### config.mk
export PLATFORM = sky130hd
export DESIGN_NAME = alu_rs_scheduler_flat
export DESIGN_NICKNAME = d
export VERILOG_FILES = /design/src/rtl/alu_rs_scheduler_if.sv /design/src/rtl/alu_rs_scheduler.sv /design/src/flat_wrapper.sv
export SDC_FILE = /design/constraint.sdc
export NUM_CORES = 1
export LEC_CHECK = 0
export CAP_MARGIN = 15
export CORE_UTILIZATION = 38
export DETAILED_ROUTE_END_ITERATION = 12
export DONT_BUFFER_PORTS = 1
export PLACE_DENSITY_LB_ADDON = 0.12
export SETUP_SLACK_MARGIN = 0.3
export SKIP_CTS_REPAIR_TIMING = 1
export SLEW_MARGIN = 20
export SYNTH_ARGS = -nofsm -noshare
export SYNTH_HDL_FRONTEND = slang
export SYNTH_SLANG_ARGS = --single-unit
export TNS_END_PERCENT = 50
### constraint.sdc
create_clock -name clk -period 4.6 [get_ports clk]
set_input_delay 0.92 -clock clk [delete_from_list [all_inputs] [get_ports clk]]
set_output_delay 0.92 -clock clk [all_outputs]
set_load 0.005 [all_outputs]
### src/rtl/alu_rs_scheduler_if.sv
// alu_rs_scheduler_if: decoder dispatch, CDB snoop and ALU issue bus of the ALU reservation station
// Signals:
//    in_write/in_op/in_lock1/in_data1/in_lock2/in_data2/in_dest  dispatch from decoder
//    stall                                                       station full
//    cdb_valid/cdb_tag/cdb_data                                  common data bus broadcast
//    alu_valid/alu_ready/alu_op/alu_a/alu_b/alu_dest             issue handshake to the ALU
// master = decoder/CDB/ALU side, slave = the reservation station.
interface alu_rs_scheduler_if #(
   parameter int OP_W   = 5,
   parameter int TAG_W  = 3,
   parameter int LOCK_W = 4,
   parameter int DATA_W = 32
);
   logic              in_write;
   logic [OP_W-1:0]   in_op;
   logic [LOCK_W-1:0] in_lock1;
   logic [DATA_W-1:0] in_data1;
   logic [LOCK_W-1:0] in_lock2;
   logic [DATA_W-1:0] in_data2;
   logic [TAG_W-1:0]  in_dest;
   logic              stall;
   logic              cdb_valid;
   logic [TAG_W-1:0]  cdb_tag;
   logic [DATA_W-1:0] cdb_data;
   logic              alu_valid;
   logic              alu_ready;
   logic [OP_W-1:0]   alu_op;
   logic [DATA_W-1:0] alu_a;
   logic [DATA_W-1:0] alu_b;
   logic [TAG_W-1:0]  alu_dest;
   modport master (
      output in_write, in_op, in_lock1, in_data1, in_lock2, in_data2, in_dest,
      output cdb_valid, cdb_tag, cdb_data, alu_ready,
      input  stall, alu_valid, alu_op, alu_a, alu_b, alu_dest
   );
   modport slave (
      input  in_write, in_op, in_lock1, in_data1, in_lock2, in_data2, in_dest,
      input  cdb_valid, cdb_tag, cdb_data, alu_ready,
      output stall, alu_valid, alu_op, alu_a, alu_b, alu_dest
   );
endinterface

### src/rtl/alu_rs_scheduler.sv
// alu_rs_scheduler: reservation station holding ALU ops until operands resolve, issuing oldest-ready first
// Ports:
//    clk          rising-edge clock
//    rst          synchronous active-low reset
//    flush        mispredict flush, discards all contents
//    bus          alu_rs_scheduler_if.slave (dispatch, stall, CDB snoop, ALU issue handshake)
//    perf_issued  issued-op counter (only with ALU_RS_PERF_EN)
//    perf_stall   rejected-dispatch cycle counter (only with ALU_RS_PERF_EN)
// Optional feature macro: ALU_RS_PERF_EN.
module alu_rs_scheduler #(
   parameter int ENTRIES = 4,
   parameter int OP_W    = 5,
   parameter int TAG_W   = 3,
   parameter int LOCK_W  = 4,
   parameter int DATA_W  = 32
) (
   input  logic                   clk,
   input  logic                   rst,
   input  logic                   flush,
`ifdef ALU_RS_PERF_EN
   output logic [31:0]            perf_issued,
   output logic [31:0]            perf_stall,
`endif
   alu_rs_scheduler_if.slave      bus
);
   localparam int IW = (ENTRIES > 1) ? $clog2(ENTRIES) : 1;
   localparam int CW = $clog2(ENTRIES + 1);
   localparam int MSB = LOCK_W - 1;
   logic [ENTRIES-1:0] v_q, v_d, rdy;
   logic [OP_W-1:0]    op_q  [ENTRIES], op_d  [ENTRIES];
   logic [LOCK_W-1:0]  l1_q  [ENTRIES], l1_d  [ENTRIES];
   logic [LOCK_W-1:0]  l2_q  [ENTRIES], l2_d  [ENTRIES];
   logic [DATA_W-1:0]  d1_q  [ENTRIES], d1_d  [ENTRIES];
   logic [DATA_W-1:0]  d2_q  [ENTRIES], d2_d  [ENTRIES];
   logic [TAG_W-1:0]   dst_q [ENTRIES], dst_d [ENTRIES];
   // age = number of valid entries older than this one; kept dense so it never wraps
   logic [IW-1:0]      age_q [ENTRIES], age_d [ENTRIES];
   logic [CW-1:0]      count_q, count_d;
   logic               av_q, av_d;
   logic [OP_W-1:0]    aop_q, aop_d;
   logic [DATA_W-1:0]  a_q, a_d, b_q, b_d;
   logic [TAG_W-1:0]   adst_q, adst_d;
   logic [IW-1:0]      sel, fi;
   logic               found, load, wr, byp1, byp2;
   assign bus.stall     = count_q == CW'(ENTRIES);
   assign bus.alu_valid = av_q;
   assign bus.alu_op    = aop_q;
   assign bus.alu_a     = a_q;
   assign bus.alu_b     = b_q;
   assign bus.alu_dest  = adst_q;
   always_comb begin
      rdy   = v_q;
      sel   = '0;
      fi    = '0;
      found = 1'b0;
      for (int i = 0; i < ENTRIES; i++) begin
         rdy[i] = v_q[i] & l1_q[i][MSB] & l2_q[i][MSB];
         if (rdy[i] && (!found || age_q[i] < age_q[sel])) begin
            sel   = IW'(i);
            found = 1'b1;
         end
      end
      for (int i = ENTRIES - 1; i >= 0; i--) if (!v_q[i]) fi = IW'(i);
      load  = (!av_q || bus.alu_ready) && found;
      wr    = bus.in_write && !bus.stall;
      byp1  = bus.cdb_valid && !bus.in_lock1[MSB] && bus.in_lock1[TAG_W-1:0] == bus.cdb_tag;
      byp2  = bus.cdb_valid && !bus.in_lock2[MSB] && bus.in_lock2[TAG_W-1:0] == bus.cdb_tag;
      v_d   = v_q;
      op_d  = op_q;
      l1_d  = l1_q;
      l2_d  = l2_q;
      d1_d  = d1_q;
      d2_d  = d2_q;
      dst_d = dst_q;
      age_d = age_q;
      av_d   = av_q && !bus.alu_ready;
      aop_d  = aop_q;
      a_d    = a_q;
      b_d    = b_q;
      adst_d = adst_q;
      // slot is filled from pre-edge entry values; same-edge CDB data is not forwarded
      if (load) begin
         av_d   = 1'b1;
         aop_d  = op_q[sel];
         a_d    = d1_q[sel];
         b_d    = d2_q[sel];
         adst_d = dst_q[sel];
         v_d[sel] = 1'b0;
      end
      for (int i = 0; i < ENTRIES; i++) begin
         if (v_q[i] && bus.cdb_valid && !l1_q[i][MSB] && l1_q[i][TAG_W-1:0] == bus.cdb_tag) begin
            l1_d[i][MSB] = 1'b1;
            d1_d[i]      = bus.cdb_data;
         end
         if (v_q[i] && bus.cdb_valid && !l2_q[i][MSB] && l2_q[i][TAG_W-1:0] == bus.cdb_tag) begin
            l2_d[i][MSB] = 1'b1;
            d2_d[i]      = bus.cdb_data;
         end
         if (load && v_q[i] && age_q[i] > age_q[sel]) age_d[i] = age_q[i] - 1'b1;
      end
      // fi is a free slot, so it can never be the entry being issued this edge
      if (wr) begin
         v_d[fi]   = 1'b1;
         op_d[fi]  = bus.in_op;
         l1_d[fi]  = byp1 ? {1'b1, bus.in_lock1[TAG_W-1:0]} : bus.in_lock1;
         d1_d[fi]  = byp1 ? bus.cdb_data : bus.in_data1;
         l2_d[fi]  = byp2 ? {1'b1, bus.in_lock2[TAG_W-1:0]} : bus.in_lock2;
         d2_d[fi]  = byp2 ? bus.cdb_data : bus.in_data2;
         dst_d[fi] = bus.in_dest;
         age_d[fi] = IW'(count_q - CW'(load));
      end
      count_d = count_q + CW'(wr) - CW'(load);
   end
   always_ff @(posedge clk) begin
      if (!rst || flush) begin
         v_q     <= '0;
         count_q <= '0;
         av_q    <= 1'b0;
         aop_q   <= '0;
         a_q     <= '0;
         b_q     <= '0;
         adst_q  <= '0;
      end else begin
         v_q     <= v_d;
         count_q <= count_d;
         av_q    <= av_d;
         aop_q   <= aop_d;
         a_q     <= a_d;
         b_q     <= b_d;
         adst_q  <= adst_d;
      end
   end
   always_ff @(posedge clk) begin
      op_q  <= op_d;
      l1_q  <= l1_d;
      l2_q  <= l2_d;
      d1_q  <= d1_d;
      d2_q  <= d2_d;
      dst_q <= dst_d;
      age_q <= age_d;
   end
`ifdef ALU_RS_PERF_EN
   logic [31:0] perf_issued_q, perf_stall_q;
   assign perf_issued = perf_issued_q;
   assign perf_stall  = perf_stall_q;
   // counters survive flush; only reset clears them
   always_ff @(posedge clk) begin
      if (!rst) begin
         perf_issued_q <= '0;
         perf_stall_q  <= '0;
      end else begin
         perf_issued_q <= perf_issued_q + 32'(av_q && bus.alu_ready);
         perf_stall_q  <= perf_stall_q + 32'(bus.in_write && bus.stall);
      end
   end
`endif
endmodule

### src/flat_wrapper.sv
// flat-port wrapper written by rule: the top's interface ports become plain ports
module alu_rs_scheduler_flat 
#(
   parameter int ENTRIES = 4,
   parameter int OP_W    = 5,
   parameter int TAG_W   = 3,
   parameter int LOCK_W  = 4,
   parameter int DATA_W  = 32
)
  (clk, rst, flush, bus_in_write, bus_in_op, bus_in_lock1, bus_in_data1, bus_in_lock2, bus_in_data2, bus_in_dest, bus_cdb_valid, bus_cdb_tag, bus_cdb_data, bus_alu_ready, bus_stall, bus_alu_valid, bus_alu_op, bus_alu_a, bus_alu_b, bus_alu_dest);
  alu_rs_scheduler_if #(.OP_W(OP_W), .TAG_W(TAG_W), .LOCK_W(LOCK_W), .DATA_W(DATA_W)) bus_i ();
  input  logic clk;
  input  logic rst;
  input  logic flush;
  input wire logic [$bits(bus_i.in_write)-1:0] bus_in_write;
  input wire logic [$bits(bus_i.in_op)-1:0] bus_in_op;
  input wire logic [$bits(bus_i.in_lock1)-1:0] bus_in_lock1;
  input wire logic [$bits(bus_i.in_data1)-1:0] bus_in_data1;
  input wire logic [$bits(bus_i.in_lock2)-1:0] bus_in_lock2;
  input wire logic [$bits(bus_i.in_data2)-1:0] bus_in_data2;
  input wire logic [$bits(bus_i.in_dest)-1:0] bus_in_dest;
  input wire logic [$bits(bus_i.cdb_valid)-1:0] bus_cdb_valid;
  input wire logic [$bits(bus_i.cdb_tag)-1:0] bus_cdb_tag;
  input wire logic [$bits(bus_i.cdb_data)-1:0] bus_cdb_data;
  input wire logic [$bits(bus_i.alu_ready)-1:0] bus_alu_ready;
  output wire logic [$bits(bus_i.stall)-1:0] bus_stall;
  output wire logic [$bits(bus_i.alu_valid)-1:0] bus_alu_valid;
  output wire logic [$bits(bus_i.alu_op)-1:0] bus_alu_op;
  output wire logic [$bits(bus_i.alu_a)-1:0] bus_alu_a;
  output wire logic [$bits(bus_i.alu_b)-1:0] bus_alu_b;
  output wire logic [$bits(bus_i.alu_dest)-1:0] bus_alu_dest;
  assign bus_i.in_write = bus_in_write;
  assign bus_i.in_op = bus_in_op;
  assign bus_i.in_lock1 = bus_in_lock1;
  assign bus_i.in_data1 = bus_in_data1;
  assign bus_i.in_lock2 = bus_in_lock2;
  assign bus_i.in_data2 = bus_in_data2;
  assign bus_i.in_dest = bus_in_dest;
  assign bus_i.cdb_valid = bus_cdb_valid;
  assign bus_i.cdb_tag = bus_cdb_tag;
  assign bus_i.cdb_data = bus_cdb_data;
  assign bus_i.alu_ready = bus_alu_ready;
  assign bus_stall = bus_i.stall;
  assign bus_alu_valid = bus_i.alu_valid;
  assign bus_alu_op = bus_i.alu_op;
  assign bus_alu_a = bus_i.alu_a;
  assign bus_alu_b = bus_i.alu_b;
  assign bus_alu_dest = bus_i.alu_dest;
  alu_rs_scheduler #(.ENTRIES(ENTRIES), .OP_W(OP_W), .TAG_W(TAG_W), .LOCK_W(LOCK_W), .DATA_W(DATA_W)) u_core (.clk(clk), .rst(rst), .flush(flush), .bus(bus_i));
endmodule
[Yosys cells after proc, flatten, opt, wreduce, memory -nomap -nowiden]
Index checks and enable logic that the tools add are counted.
Widths: inputs -> output; s select.
Storage, ports and cells
  input port bits: 121
  word-level logic and storage cells: 240
  output and inout bits: 74
  flip-flop bits (word level): 408
Cells by class
  reductions and logical operators: 63
  order comparisons: 16
  $add $sub $neg: 7
  mux-type cells: 85
  bitwise logic cells: 15
  equal/unequal tests: 11
Operators with widths (count)
  $mux 32: 15
  $bwmux 128: 2
  $mux 128: 2
  $bmux 32 s2: 2
  $demux 32 s2: 1
  $logic_and 1x1->1: 41
  $mux 2: 17
  $bwmux 16: 2
  $mux 16: 2
  $eq 3x3->1: 10
  $bwmux 20: 1
  $mux 4: 5
  $logic_not 1->1: 17
  $mux 1: 16
  $mux 5: 3
  $bmux 2 s2: 3
  $bwmux 12: 1
  $ge 3x3->1 const B: 4
  $not 2->3: 4
  $bmux 5 s2: 1
  $demux 5 s2: 1
  $mux 3: 3
  $and 1x1->1: 8
  $bwmux 8: 1
  other kinds (20): 35

[Logic depth before layout (Yosys ltp)]
Gate-level depths: netlist of run 1.
  depth in word-level cells: 32
  depth in mapped cells: 28
  depth with buffers taken out: 25

[Worst setup path after synthesis of run 1]
OpenSTA, ideal clock, no wires.
  kind: flip-flop to flip-flop
  from: register u_core.age_q[7] (netlist name)
  to: register u_core.age_q[5] (netlist name)
  data required time: 4521 ps
  stages on the path, launching flop included: 24
  path slack: -431 ps
  clock period less this slack: 5031 ps
  buffers on the path: 3
  arrival time: 4952 ps
  setup time: 79 ps
  path through: dfxtp_1 -> inv_1 -> ha_1 -> a21oi_1 -> o21ai_1 -> mux2i_1 -> ha_1 -> a2111oi_4 -> o2bb2ai_1 -> nand2_1 -> o21ai_1 -> inv_1 -> ha_1 -> o21a_1 -> a21boi_2 -> buf_6 -> buf_2 -> buf_1 -> o21ai_0 -> ha_1 -> a311oi_2 -> o211ai_2 -> o311a_1 -> a211oi_2
RTL lines
  start: declaration: line alu_rs_scheduler.sv:37  | logic [IW-1:0] age_q [ENTRIES], age_d [ENTRIES];
  start signal: assignment: line alu_rs_scheduler.sv:140  | age_q <= age_d;

==> results of run 1 <==
## routing by layer
| metal | wire, um | GRT usage | vias up |
|---|---|---|---|
| li1 | - | - | 7168 |
| met1 | 26800 | 0.353 | 7610 |
| met2 | 29000 | 0.439 | 630 |
| met5 | 0 | 0 | - |
| met4 | 1450 | 0.0741 | 0 |
| met3 | 5350 | 0.0674 | 112 |
## cells by family after synthesis
group                      count (synthesis)  synth area share
and+or+nand+nor                          776             0.185
AOI/OAI and AO/OA                        614             0.223
DFF                                      408             0.512
buffers and inverters                    213            0.0520
xor gates and xnor gates                  33            0.0170
adders and majority gates                 11           0.00852
muxes                                      3           0.00176
## registers in the layout, indices dropped and copies added, names as in the netlist, 12 cells and up
register	cells
u_core.d1_q	128
u_core.dst_q	12
u_core.bus.alu_a	32
u_core.d2_q	128
u_core.bus.alu_b	32
u_core.op_q	20
u_core.l2_q	16
u_core.l1_q	16
## how the worst min path moves through the flow
stage                      from                to  slack (ns)
6_report         bus_in_dest[1]  u_core.dst_q[10]        0.43
5_1_grt          bus_in_dest[1]  u_core.dst_q[10]        0.41
4_1_cts         bus_in_lock2[0]    u_core.l2_q[8]        0.40
3_5_place_dp    u_core.d2_q[58]   u_core.d2_q[58]        0.48
3_3_place_gp    u_core.d1_q[36]   u_core.d1_q[36]        0.47
2_1_floorplan  u_core.d1_q[100]  u_core.d1_q[100]        0.46
## critical path, stage by stage (launching register included)
cell	delay [ns]
dfxtp_4	0.37
inv_2	0.05
ha_4	0.22
a21oi_4	0.17
o21ai_4	0.08
mux2i_4	0.20
ha_4	0.19
a2111oi_4	0.36
o2bb2ai_4	0.19
nand2_2	0.10
o21ai_4	0.09
inv_2	0.07
ha_4	0.20
o21a_1	0.21
a21boi_4	0.26
nand2_2	0.11
o21ai_4	0.13
ha_4	0.25
a311oi_2	0.21
o211ai_2	0.14
o311a_1	0.40
a211oi_2	0.19
## final cells by class
type                    instances  share of cell area
inverters                      16             0.00323
well taps                     592              0.0382
clock buffers                  68              0.0705
flip-flops and latches        408               0.450
multi-input cells            1437               0.399
clock inverters                12             0.00574
repair buffers                 73              0.0327
## power breakdown
group,leakage [nW],total (mW),internal [mW],switching (mW)
Clock,0.730,3.65,2.16,1.49
Combinational,3.45,1.00,0.442,0.562
Sequential,3.41,4.18,3.97,0.203
## layout by cell type, fill, tap and decap left out, types with 3 or more instances in the layout
master,Yosys,layout
clkbuf_16,0,49
ha_1,10,5
o21ai_1,7,5
nor2_1,536,531
or2_2,8,8
nand2_2,1,3
nor3_1,13,10
nor3_2,1,3
o22ai_1,256,256
nand2b_1,3,3
clkbuf_8,0,7
nand3_1,89,88
a21oi_1,168,157
nor4_1,8,8
nand2_1,99,97
clkinv_2,0,8
o21ai_4,0,3
ha_4,0,5
edfxtp_1,56,56
a221oi_1,73,73
dfxtp_1,352,350
buf_12,0,6
clkbuf_1,130,12
inv_1,14,12
and3_1,6,5
a21oi_4,0,11
nor2_2,0,3
o21ai_0,83,82
buf_6,1,3
xnor2_1,15,15
buf_4,1,64
a32oi_1,3,3
xor2_1,18,18
## metrics by stage
stage          total power [mW]  setup slack [ns]
2_1_floorplan              4.93             0.152
3_3_place_gp               5.10             0.261
3_5_place_dp               5.15             0.135
4_1_cts                    8.78             0.111
5_1_grt                    9.18             0.124
6_report                   8.83             0.288
==> metrics, run 1 <==
Post-Syn Instances=2,058; gr usage total=0.269; largest net degree at the start of global routing=152; Rows=77; crit path kind=reg2reg; Setup-failing EPs final=0; WL per Instance=24.0 um; share of the synthesized area in the top cell type=0.414; DR pass1 iterations=6; CTS Sinks=408; Critical Path Sink=u_core.age_q[5]; status=finished, final reports clean; largest area contributor in the netlist=dfxtp_1; final wirelength=62,700 um; worst vdd ir=304 uV; sequential share of the synthesized area=0.512; DP Area=17,600 um^2; Synth area leaders=dfxtp_1 (41%), nor2_1 (12%), edfxtp_1 (9.9%), o22ai_1 (9.4%), a21oi_1 (4.9%); DP Cell Count=2,508; Top FF cell, synth=dfxtp_1; full die area=45,700 um^2; RSZ-0062 raised after global routing=true; layout cells sized above 1=0.0978; clock slew at reported path FFs=0.06 ns; Startpoint Class=register; #FFs+latches synth=408; design area=19,400 um^2; clock root buffer=clkbuf_16; reg2reg end=u_core.age_q[5]; Max Slew Vio Count=0; syn nets=2,190; Multi-input gate area=7740 um^2; internal reg-to-reg setup slack=0.29 ns; number of buffers added on ports=0; reg2reg start=u_core.age_q[7]; final worst-path cycle share=0.937; Max Fclk=232 MHz; CTS max path bufs=3; Crit. Startpoint=u_core.age_q[7]; list of most frequent post-synthesis cells=nor2_1 (536), dfxtp_1 (352), o22ai_1 (256), a21oi_1 (168), clkbuf_1 (130); drt drc=0; GRT overflow=0; Filler cells=4,304; Max Cap Violations=0; via count=15,520; final hold viol count=0; vias in the first global route=14,832; post-route core utilization=0.439; Clock H-tree levels=2; Post-synth EDFFs=56; Avg Cell Area, Syn=8.28 um^2; Async S/R FF share, synth=0; CTS tree=yes; Post-Layout Cell Count=2,606; Final Skew=0.0221 ns; Ant. Diodes=0; peak fanout along the critical path=6; Hold WC Path Type=in2reg; Placer Congestion=0.817; max_slew headroom=0.305; Arr. time, crit path=4.81 ns; Min Hold Slack=0.427 ns; Die W=214 um; warnings from Yosys=0; clock latency on the worst-skew pair=0.59 ns; initial antenna violation count=0; pin slew with the least headroom to its limit=1.04 ns; via/cell ratio=5.96; crit end category=register; IO Pins=195; area grow syn2layout=13.9%; area taken by flip-flops and latches=8740 um^2; antenna-violating nets left=0; Cell variety after synth=56; mapped cell area=17,000 um^2; Layout Nets=2,114; Pwr Density=455 nW/um^2; global-route wire length before repair=92,800 um; HPWL after DPL=36,900 um; Initial Util=0.385; final setup TNS=0 ns; chip height=214 um; Leakage=7.59 nW; min Tclk post-route=4.31 ns; Critical Path RT=5.09 ns; hold path cells=0; number of buffers created by CTS=46; count leader, synth=nor2_1; R2R cell count=21; Iter 0 DRT Violations=1,496; Core Region=44,200 um^2
(Power assumes the default switching activity.)
==> run 2: changes to the inputs <==
- CORE_MARGIN: unset -> 4
==> run 2 against run 1 <==
Compared with the run above: critical endpoint unchanged; non-clock buffer count decreased by 6; sequential power barely moved; fmax is 1.0% higher; power grew 1.4%; setup slack better by 0.043 ns; combinational power hardly changed; clock power up 3%; clock skew shrank 0.00082 ns; register-to-register slack gained 0.04 ns; sequential share of layout area decreased by 0.094 points; critical path type unchanged; highest routed layer unchanged; cell area increased by 0.18%.
==> metrics, run 2 (same netlist as run 1, synthesis figures left out) <==
Final Skew=0.0213 ns; max_slew headroom=0.253; antenna-violating nets left=0; commonest cells after routing, fill and taps aside=nor2_1 (532), dfxtp_1 (350), o22ai_1 (256); commonest non-fill, non-tap cell in the layout=nor2_1; Pwr Density=461 nW/um^2; RSZ-0062 raised after global routing=true; PnR worst setup slack=0.331 ns; total power=8.95 mW; critical path's top delay family=compound AO/OA/AOI/OAI gates; reg2reg end=u_core.age_q[5]; IO Pins=195; chip height=220 um; Max Slew Vio Count=0; Initial Util=0.385; initial antenna violation count=0; Critical Path Max Stage Delay=0.41 ns; via/cell ratio=5.99; global-route wire length before repair=94,400 um; Post-Layout Cell Count=2,609; vias in the first global route=15,044; Clock H-tree levels=2; Slowest cell on crit path=o311a_1; Layout Nets=2,110; CP Buf/Inv Count=2; via count=15,633; clock slew at reported path FFs=0.06 ns; clock root buffer=clkbuf_16; Setup-failing EPs final=0; Critical Path Sink=u_core.age_q[5]; clock share of power=0.422; Die W=220 um; largest net degree at the start of global routing=107; DR pass1 iterations=5; pin slew with the least headroom to its limit=1.12 ns; CTS max path bufs=3; final hold viol count=0; Top Registers=u_core.d1_q: 128 flops, u_core.d2_q: 128 flops; Startpoint Class=register; reg2reg start=u_core.age_q[7]; min Tclk post-route=4.27 ns; Arr. time, crit path=4.77 ns; final setup TNS=0 ns; P_sw=2.29 mW; part of the power in combinational logic=0.112; DP Cell Count=2,506; CTS tree=yes; number of buffers added on ports=0; HPWL after DPL=37,500 um; number of buffers created by CTS=48; Core Region=44,200 um^2; GRT overflow=0; Crit. Startpoint=u_core.age_q[7]; Hold WC Path Type=in2reg; crit end category=register; Max Cap Violations=0; CTS Sinks=408; critical path depth=22; area grow syn2layout=14.1%; most common cell type on the critical path=ha_4; hold path cells=0; status=finished, final reports clean; full die area=48,300 um^2; R2R cell count=22; Critical Path RT=5.10 ns; internal power=6.66 mW; layout cells sized above 1=0.0952; final wirelength=64,100 um; internal reg-to-reg setup slack=0.33 ns; Max Fclk=234 MHz; Ant. Diodes=0; sequential share of power=0.466; sw frac=0.256; gr usage total=0.253; dpl ws=0.0246 ns; Min Hold Slack=0.425 ns; crit path kind=reg2reg; Placer Congestion=0.835; clock latency on the worst-skew pair=0.59 ns; final worst-path cycle share=0.928; WL per Instance=24.6 um; Iter 0 DRT Violations=1,662; worst vdd ir=282 uV; peak fanout along the critical path=5; drt drc=0; critical-path cell list=inv_4, ha_4, a21oi_4, o21ai_4, mux2i_4, ha_4, a2111oi_4, o2bb2ai_4, nand2_2, o21ai_4, inv_2, ha_4, nor2_4, o2111ai_4, a21boi_4, nand2_2, o21ai_4, ha_4, a311oi_2, o211ai_2, o311a_1, a211oi_2; Rows=77; Leakage=7.60 nW
==> run 2: metal layers <==
| metal | track usage | vias up | routed length, um |
|---|---|---|---|
| li1 | - | 7167 | - |
| met1 | 0.339 | 7593 | 27500 |
| met2 | 0.393 | 740 | 28400 |
| met3 | 0.0738 | 133 | 6310 |
| met4 | 0.0860 | 0 | 1940 |
| met5 | 0 | - | 0 |
==> run 2: power by group through the flow <==
stage          sequential [mW]  combinational [mW]  clock (mW)
3_5_place_dp              4.24               0.913           0
2_1_floorplan             4.18               0.743           0
5_1_grt                   4.21                1.12        3.99
6_report                  4.18                1.00        3.77
3_3_place_gp              4.23               0.887           0
4_1_cts                   4.16               0.919        3.85
==> run 2: worst min-delay path by stage <==
stage	startpoint	end	slack, ns
after floorplan	u_core.d1_q[100]	u_core.d1_q[100]	0.46
after global placement	u_core.d2_q[61]	u_core.d2_q[61]	0.47
after detailed placement	u_core.d2_q[112]	u_core.d2_q[112]	0.48
after CTS	bus_in_op[3]	u_core.op_q[8]	0.39
after global routing	bus_in_op[3]	u_core.op_q[8]	0.40
final	bus_in_op[3]	u_core.op_q[8]	0.42
==> run 2: metrics by stage <==
stage,cell area [um^2],utilization
floorplan,17100,-
global placement,17600,0.397
detailed placement,17600,0.397
CTS,19100,0.432
global route,19400,0.439
finish,19400,0.439
==> run 2: cell type report <==
| class | count | area [um^2] |
|---|---|---|
| inverters | 16 | 65.1 |
| flip-flops and latches | 408 | 8730 |
| multi-input cells | 1437 | 7740 |
| repair buffers | 67 | 591 |
| well taps | 592 | 741 |
| fillers | 4298 | 24800 |
| clock buffers | 76 | 1400 |
| clock inverters | 13 | 158 |
==> run 3: changes to the inputs <==
- ABC_AREA: unset -> 1
- MAX_ROUTING_LAYER: unset -> met4
==> run 3 against run 2 <==
Compared with the run above: combinational power barely moved; cell count rose by 12%; clock power rose by 2%.
==> metrics, run 3 <==
Rows=80; share of the synthesized area in the top cell type=0.385; total power=8.94 mW; final setup TNS=0 ns; Startpoint Class=register; Post-synth EDFFs=56; number of buffers added on ports=0; Layout Nets=2,378; hold path cells=0; Pwr Density=436 nW/um^2; design area=20,500 um^2; Slowest cell on crit path=dfxtp_2; count leader, synth=o21ai_0; drt drc=0; via count=16,387; number of buffers created by CTS=46; crit end category=register; syn nets=2,470; crit path kind=reg2reg; DR pass1 iterations=5; reg2reg start=u_core.age_q[7]; GRT overflow=0; list of most frequent post-synthesis cells=o21ai_0 (443), dfxtp_1 (352), a21oi_1 (288), nand2_1 (217), inv_1 (209); pin slew with the least headroom to its limit=0.982 ns; HPWL after DPL=38,800 um; Post-Syn Instances=2,338; internal reg-to-reg setup slack=0.45 ns; final worst-path cycle share=0.902; Synth area leaders=dfxtp_1 (38%), o21ai_0 (12%), edfxtp_1 (9.2%), a21oi_1 (7.9%), a211oi_1 (4.5%); Top Registers=u_core.d1_q: 128 flops, u_core.d2_q: 128 flops; sequential share of the synthesized area=0.477; gr usage total=0.249; full die area=51,800 um^2; via/cell ratio=5.63; largest net degree at the start of global routing=111; global-route wire length before repair=96,100 um; commonest non-fill, non-tap cell in the layout=o21ai_0; min Tclk post-route=4.15 ns; Core Region=47,600 um^2; layout cells sized above 1=0.0807; Max Cap Violations=0; Clock H-tree levels=2; Max Slew Vio Count=0; Async S/R FF share, synth=0; IO Pins=195; status=finished, final reports clean; RSZ-0062 raised after global routing=true; Leakage=8.30 nW; Hold Path End=u_core.l1_q[4]; Avg Cell Area, Syn=7.83 um^2; CTS tree=yes; final wirelength=64,600 um; #FFs+latches synth=408; min-delay src=bus_in_lock1[0]; initial antenna violation count=17; commonest cells after routing, fill and taps aside=o21ai_0 (436), dfxtp_1 (350), a21oi_1 (286); Iter 0 DRT Violations=1,317; reg2reg end=u_core.age_q[2]; antenna-violating nets left=0; area grow syn2layout=12.0%; largest area contributor in the netlist=dfxtp_1; mapped cell area=18,300 um^2; Placer Congestion=0.858; Hold WC Path Type=in2reg; clock latency on the worst-skew pair=0.58 ns; PnR worst setup slack=0.451 ns; warnings from Yosys=0; Max Fclk=241 MHz; Critical Path RT=5.11 ns; R2R cell count=33; Cell variety after synth=34; Initial Util=0.384; Setup-failing EPs final=0; most common cell type on the critical path=nand2_2; worst vdd ir=269 uV; Die W=228 um; Min Hold Slack=0.441 ns; Arr. time, crit path=4.66 ns; Final Skew=0.0157 ns; CTS Sinks=408; peak fanout along the critical path=7; Crit. Startpoint=u_core.age_q[7]; vias in the first global route=15,192; clock root buffer=clkbuf_16; chip height=228 um; dpl ws=0.131 ns; max_slew headroom=0.345; final hold viol count=0; WL per Instance=22.2 um; DP Area=18,700 um^2; Critical Path Max Stage Delay=0.36 ns; CTS max path bufs=3; Top FF cell, synth=dfxtp_1; clock slew at reported path FFs=0.07 ns
[run 3: changes by cell type in the layout (fill, tap and decap cells not counted), moves of 38 or more]
cell      change
o21ai_0     +354
nor2_1      -328
inv_1       +192
o22ai_1     -171
a21oi_1     +129
nand2_1     +112
a211oi_1    +105
a221oi_1     -55
nand3_1      -38
[run 3: how the worst max path moves through the flow]
stage / endpoint / slack, ns
5_1_grt: u_core.age_q[3] / 0.22
3_5_place_dp: u_core.age_q[3] / 0.13
4_1_cts: u_core.age_q[3] / 0.08
6_report: u_core.age_q[2] / 0.45
3_3_place_gp: u_core.age_q[1] / 0.32
2_1_floorplan: u_core.age_q[1] / 0.29
[run 3: cell families after synthesis]
logic type               count (synthesis)  synth area share
flip-flops                             408             0.477
XOR/XNOR                                30            0.0144
AO/OA/AOI/OAI                          972             0.300
AND/OR/NAND/NOR                        515             0.115
buffers and inverters                  402            0.0864
adder cells (fa/ha/maj)                 11           0.00793
[run 3: stage by stage]
step,std cells,utilization
floorplan,2338,-
global placement,2803,0.393
detailed placement,2803,0.393
CTS,2886,0.426
global route,2912,0.430
finish,2912,0.430
[run 3: routing by layer]
metal	wire, um	vias to the layer above	global-route usage	share of wire
met1	29100	7768	0.329	0.45
li1	-	7972	-	-
met5	0	-	-	0
met3	4520	108	0.0542	0.070
met4	1620	0	0.0666	0.025
met2	29300	539	0.389	0.45
[run 3: area by class of cell]
type,count,area (um^2)
Antenna cell,16,40.0
Clock buffer,70,1370
Tap cell,615,769
Sequential cell,408,8730
Clock inverter,13,194
Inverter,220,837
Timing Repair Buffer,42,378
Multi-Input combinational cell,1528,8180
Fill cell,4797,27100
[run 3: where the power goes]
group          leakage (nW)  total [mW]  switching (mW)  internal, mW
clock network         0.775        3.86            1.53          2.33
logic                  4.12       0.969           0.592         0.377
registers              3.41        4.12           0.150          3.97
[run 3: worst max-delay path: cells and delay by family (launching register included)]
family                     cells  cell delay [ns]
and+or+nand+nor               19             1.46
adders and majority gates      4             1.05
buffers and inverters          4             0.35
AOI/OAI and AO/OA              6             0.86
DFF                            1             0.36
